<file path="config.mk">
export PLATFORM = sky130hd
export DESIGN_NAME = pipe_stage_reg
export DESIGN_NICKNAME = d
export VERILOG_FILES = /design/src/rtl/pipe_stage_reg.sv
export SDC_FILE = /design/constraint.sdc
export NUM_CORES = 1
export LEC_CHECK = 0
export BUFFER_PORTS_ARGS = -buffer_cell sky130_fd_sc_hd__clkbuf_2
export CAP_MARGIN = 5
export CORE_AREA = 2 2 163 165
export DETAILED_ROUTE_END_ITERATION = 8
export DIE_AREA = 0 0 165 167
export GPL_ROUTABILITY_DRIVEN = 0
export GPL_TIMING_DRIVEN = 1
export SLEW_MARGIN = 20
export SYNTH_ARGS = -nofsm -noshare
export SYNTH_HDL_FRONTEND = slang
export SYNTH_SLANG_ARGS = --single-unit
</file>
<file path="constraint.sdc">
create_clock -name clk -period 19.8 [get_ports clk]
set_clock_uncertainty 0.1 [all_clocks]
set_input_delay 3.96 -clock clk [delete_from_list [all_inputs] [get_ports clk]]
set_output_delay 3.96 -clock clk [all_outputs]
set_load 0.05 [all_outputs]
</file>
<file path="src/rtl/pipe_stage_reg.sv">
// pipe_stage_reg: parametrised pipeline stage register carrying a control and
// a data bundle through STAGES back-to-back slots, each with a valid bit.
// Per falling edge the priority is reset > flush > stall > advance. A slot
// whose valid bit is clear always holds an all-zero control field, so a bubble
// can never enable a downstream write.
// Optional feature: define PIPE_PERF_CNT_EN to add the stall_cnt/bubble_cnt
// saturating performance counters and their ports.
module pipe_stage_reg #(
  parameter int unsigned CTRL_W = 9,
  parameter int unsigned DATA_W = 200,
  parameter int unsigned STAGES = 1,
  parameter int unsigned CNT_W  = 16
) (
  input  logic              clk,
  input  logic              reset,
  input  logic              stall,
  input  logic              flush,
  input  logic              valid_in,
  input  logic [CTRL_W-1:0] ctrl_in,
  input  logic [DATA_W-1:0] data_in,
  output logic              valid_out,
  output logic [CTRL_W-1:0] ctrl_out,
`ifdef PIPE_PERF_CNT_EN
  output logic [DATA_W-1:0] data_out,
  output logic [CNT_W-1:0]  stall_cnt,
  output logic [CNT_W-1:0]  bubble_cnt
`else
  output logic [DATA_W-1:0] data_out
`endif
);

  logic              validQ [STAGES];
  logic [CTRL_W-1:0] ctrlQ  [STAGES];
  logic [DATA_W-1:0] dataQ  [STAGES];

  // Value each slot loads on an advancing edge: slot 0 from the inputs, slot k
  // from slot k-1. Indexing by k-1 for k>=1 keeps every index in range even
  // when STAGES is 1.
  logic              feedValid [STAGES];
  logic [CTRL_W-1:0] feedCtrl  [STAGES];
  logic [DATA_W-1:0] feedData  [STAGES];

  // Build slot input values; control is zeroed at entry for bubbles
  always_comb begin
    feedValid[0] = valid_in;
    feedCtrl[0]  = valid_in ? ctrl_in : '0;
    feedData[0]  = data_in;
    for (int unsigned k = 1; k < STAGES; k++) begin
      feedValid[k] = validQ[k-1];
      feedCtrl[k]  = ctrlQ[k-1];
      feedData[k]  = dataQ[k-1];
    end
  end

  // Slot registers: reset clears all, flush kills valid/ctrl, stall holds
  always_ff @(negedge clk) begin
    if (!reset) begin
      for (int unsigned k = 0; k < STAGES; k++) begin
        validQ[k] <= 1'b0;
        ctrlQ[k]  <= '0;
        dataQ[k]  <= '0;
      end
    end else if (flush) begin
      for (int unsigned k = 0; k < STAGES; k++) begin
        validQ[k] <= 1'b0;
        ctrlQ[k]  <= '0;
      end
    end else if (!stall) begin
      for (int unsigned k = 0; k < STAGES; k++) begin
        validQ[k] <= feedValid[k];
        ctrlQ[k]  <= feedCtrl[k];
        dataQ[k]  <= feedData[k];
      end
    end
  end

  assign valid_out = validQ[STAGES-1];
  assign ctrl_out  = ctrlQ[STAGES-1];
  assign data_out  = dataQ[STAGES-1];

`ifdef PIPE_PERF_CNT_EN
  logic [CNT_W-1:0] stallCnt;
  logic [CNT_W-1:0] bubbleCnt;
  logic             lastGetsBubble;

  // The last slot is loaded with a bubble on any flush, or on an advance
  // whose feeding value is invalid; a stalled edge loads nothing.
  assign lastGetsBubble = flush || (!stall && !feedValid[STAGES-1]);

  // Saturating counters, cleared only by reset
  always_ff @(negedge clk) begin
    if (!reset) begin
      stallCnt  <= '0;
      bubbleCnt <= '0;
    end else begin
      if (stall && (stallCnt != '1)) begin
        stallCnt <= stallCnt + {{(CNT_W-1){1'b0}}, 1'b1};
      end
      if (lastGetsBubble && (bubbleCnt != '1)) begin
        bubbleCnt <= bubbleCnt + {{(CNT_W-1){1'b0}}, 1'b1};
      end
    end
  end

  assign stall_cnt  = stallCnt;
  assign bubble_cnt = bubbleCnt;
`endif

endmodule

</file>
==> report_table.html <==
<table>
<tr><th>Metric</th><th>Value</th></tr>
<tr><th colspan="2">Critical path</th></tr>
<tr><td>Top delay family on crit path</td><td>flip-flops</td></tr>
<tr><td>Path type of the worst setup path</td><td>flip-flop to output port</td></tr>
<tr><td>Ordered list of cells on the worst path</td><td>clkbuf_2</td></tr>
<tr><td>Max stage delay on crit path</td><td>0.41 ns</td></tr>
<tr><td>Required time at the worst-slack endpoint</td><td>15.74 ns</td></tr>
<tr><td>Kind of start point of the critical path</td><td>flip-flop</td></tr>
<tr><td>Cell type of the slowest stage on the worst timing path</td><td>edfxtp_1</td></tr>
<tr><td>Largest fanout on the critical path</td><td>1</td></tr>
<tr><td>Depth of the critical timing path with buffers and inverters included</td><td>1</td></tr>
<tr><td>Crit path buf inv count</td><td>1</td></tr>
<tr><td>Nature of the critical path endpoint</td><td>output port</td></tr>
<tr><td>Data arrival time of the critical path</td><td>roughly 11 ns</td></tr>
<tr><th colspan="2">Timing</th></tr>
<tr><td>Worst slew margin</td><td>40.26%</td></tr>
<tr><td>Slew Viols, Final</td><td>0</td></tr>
<tr><td>Worst-Margin Slew</td><td>0.8960 ns</td></tr>
<tr><td>Sum of negative setup slack</td><td>0 ns</td></tr>
<tr><td>Unrepaired setup endpoints after global routing</td><td>false</td></tr>
<tr><td>Final hold slack</td><td>approximately 13 ns</td></tr>
<tr><td>Final hold violation count</td><td>0</td></tr>
<tr><td>Total setup violations reported at the end of the flow</td><td>0</td></tr>
<tr><th colspan="2">Clock network</th></tr>
<tr><td>Total of cells resized after clock tree synthesis</td><td>0</td></tr>
<tr><td>Clock-pin slew reported for the worst setup and hold paths after clock tree synthesis</td><td>~0.030 ns</td></tr>
<tr><td>TritonCTS Buffers</td><td>25</td></tr>
<tr><td>Clock Sink Count</td><td>210</td></tr>
<tr><td>CTS max path bufs</td><td>3</td></tr>
<tr><td>Number of post-CTS setup repair buffers</td><td>0</td></tr>
<tr><td>Deepest level of the CTS H-tree</td><td>1</td></tr>
<tr><td>Clock tree from TritonCTS</td><td>yes</td></tr>
<tr><td>Hold buffer count at cts</td><td>0</td></tr>
<tr><td>Master cell of the clock root buffer</td><td>clkbuf_16</td></tr>
<tr><th colspan="2">Final layout</th></tr>
<tr><td>Commonest non-fill, non-tap cells in the layout</td><td>clkbuf_2 (423), inv_1 (216), edfxtp_1 (210)</td></tr>
<tr><td>Post-layout nets</td><td>1301</td></tr>
<tr><td>Leading cell type in the layout, fill and taps excluded</td><td>clkbuf_2</td></tr>
<tr><td>Fraction of layout instances using a drive strength above 1</td><td>56.66%</td></tr>
<tr><td>Final non-filler cell total</td><td>1439</td></tr>
<tr><td>Area Overhead vs Synth</td><td>51.17%</td></tr>
<tr><td>Fin util</td><td>46.86%</td></tr>
<tr><th colspan="2">Global route</th></tr>
<tr><td>Number of antenna violations at the first check in global routing</td><td>2</td></tr>
<tr><td>Global-route wire length before repair</td><td>around 31 mm</td></tr>
<tr><td>Total congestion overflow after global routing</td><td>0</td></tr>
<tr><td>Global-route usage over all layers</td><td>14.67%</td></tr>
<tr><td>Number of global-route vias before repair</td><td>6549</td></tr>
<tr><td>Maximum number of pins on one net before global-route repair</td><td>201</td></tr>
<tr><th colspan="2">Synth</th></tr>
<tr><td>Fraction of post-synthesis cell area in the top cell type by area</td><td>78.96%</td></tr>
<tr><td>Synth area leaders</td><td>edfxtp_1 (79%), and2_2 (15%), and2_1 (4.0%)</td></tr>
<tr><td>Mean cell area of the mapped netlist</td><td>17.87 µm²</td></tr>
<tr><td>Total standard cell area after synthesis</td><td>about 0.008 mm²</td></tr>
<tr><td>Library cell occupying the most area in the post-synthesis netlist</td><td>edfxtp_1</td></tr>
<tr><td>Net count of the mapped netlist</td><td>between 600 and 700</td></tr>
<tr><td>Post-synthesis sequential area ratio</td><td>78.96%</td></tr>
<tr><td>Cell count after synthesis</td><td>447</td></tr>
<tr><td>Count of different cell masters after synthesis</td><td>11</td></tr>
<tr><td>Register bit total from synthesis</td><td>210</td></tr>
<tr><td>Count of yosys warnings during synthesis</td><td>0</td></tr>
<tr><th colspan="2">Routing</th></tr>
<tr><td>Detailed-route wire length</td><td>21.19 mm</td></tr>
<tr><td>Final routed DRC violation total</td><td>0</td></tr>
<tr><td>Antenna Nets Post-Route</td><td>0</td></tr>
<tr><td>Detailed Routing Iterations Pass 1</td><td>4</td></tr>
<tr><td>Total vias in the final route</td><td>5890</td></tr>
<tr><td>Initial detailed-routing violation count</td><td>~370</td></tr>
<tr><td>Average routed wire per standard cell</td><td>approximately 15 µm</td></tr>
<tr><td>DR vias/cell</td><td>4.093</td></tr>
<tr><th colspan="2">Min path</th></tr>
<tr><td>Destination of the worst hold path</td><td>ctrlQ[0][7]$_SDFFCE_NN0P_</td></tr>
<tr><td>Source of the worst hold timing path</td><td>ctrl_in[7]</td></tr>
<tr><td>Worst hold path class</td><td>input pin to flip-flop</td></tr>
<tr><td>Worst hold path cell count</td><td>2</td></tr>
<tr><th colspan="2">Pwr</th></tr>
<tr><td>Power consumption</td><td>0.001372 W</td></tr>
<tr><td>IR drop worst, VDD</td><td>0.00006718 V</td></tr>
<tr><td>Leakage power total</td><td>6.242 nW</td></tr>
<tr><td>Ratio of total power to cell area</td><td>113.7 mW/mm²</td></tr>
<tr><th colspan="2">Die</th></tr>
<tr><td>Starting density of the core</td><td>31.00%</td></tr>
<tr><td>Die outline height</td><td>167 µm</td></tr>
<tr><td>Total core area</td><td>0.02576 mm²</td></tr>
<tr><td>I/O Pins</td><td>between 400 and 500</td></tr>
<tr><td>Row Count</td><td>59</td></tr>
<tr><td>Die X-Extent</td><td>about 170 µm</td></tr>
<tr><td>Area of the die</td><td>0.02756 mm²</td></tr>
<tr><th colspan="2">Placement</th></tr>
<tr><td>Cell Count Post-Placement</td><td>1185</td></tr>
<tr><td>Number of buffers added on ports</td><td>about 420</td></tr>
<tr><td>HPWL after DPL</td><td>14.23 mm</td></tr>
<tr><th colspan="2">Job</th></tr>
<tr><td>Max cap viols</td><td>0</td></tr>
<tr><th colspan="2">Run status</th></tr>
<tr><td>Outcome</td><td>finished, final reports clean</td></tr>
</table>
through the flow:
stage                     area [µm²]  setup WS, ns
after floorplan                 7990        0.1248
after global placement         10440         4.256
after detailed placement       10440         4.231
after CTS                      12040         4.564
after global routing           12070         4.549
final                          12070         4.596
how the worst max path moves through the flow:
stage	endpoint	startpoint	slack, ns
after detailed placement	dataQ[0][72]$_SDFFCE_NN0P_	stall	4.23
after CTS	data_out[134]	dataQ[0][134]$_SDFFCE_NN0P_	4.56
after floorplan	dataQ[0][0]$_SDFFCE_NN0P_	flush	0.12
final	data_out[174]	dataQ[0][174]$_SDFFCE_NN0P_	4.60
after global placement	dataQ[0][56]$_SDFFCE_NN0P_	stall	4.26
after global routing	data_out[134]	dataQ[0][134]$_SDFFCE_NN0P_	4.55
where the power goes:
| group | switching [W] | leakage (nW) | internal (W) | total, W |
|---|---|---|---|---|
| Sequential | 0.0000102 | 2.15 | 0.000531 | 0.000541 |
| Clock | 0.000287 | 1.53 | 0.000337 | 0.000624 |
| Combinational | 0.000161 | 2.56 | 0.0000451 | 0.000207 |
| Total | 0.000459 | 6.24 | 0.000914 | 0.00137 |
cells by family (layout without fill, tap and decap cells):
family	Yosys count	count (layout)	share of synthesized area, %
AOI/OAI and AO/OA	1	1	0.06261
and+or+nand+nor	212	212	19.33
DFF	210	210	78.96
other	0	1	0
buffers and inverters	24	680	1.645
synthesized netlist by cell type:
master    number
nor3b_4        1
inv_1          1
nand3b_1       1
and4bb_2       1
and2_1        51
clkbuf_2      20
o21ai_0        1
buf_2          1
buf_6          2
edfxtp_1     210
and2_2       158
sequential cells by signal, indices dropped and copies added (netlist names):
register and cells:
dataQ 200, ctrlQ 9, validQ 1
final cells by class:
type                    count  area [µm²]
clock inverters           228       979.7
clock buffers              25       625.6
well taps                 335       419.2
flip-flops and latches    210        6306
multi-input cells         213        1560
repair buffers            427        2180
fillers                  2392       13690
diodes                      1       2.502
layer usage:
layer	GRT usage, %	wire, µm
met1	13.02	7193
met5	0	13
met3	9.016	2539
met4	9.036	587
met2	24.80	10850
(Power assumes the default switching activity.)
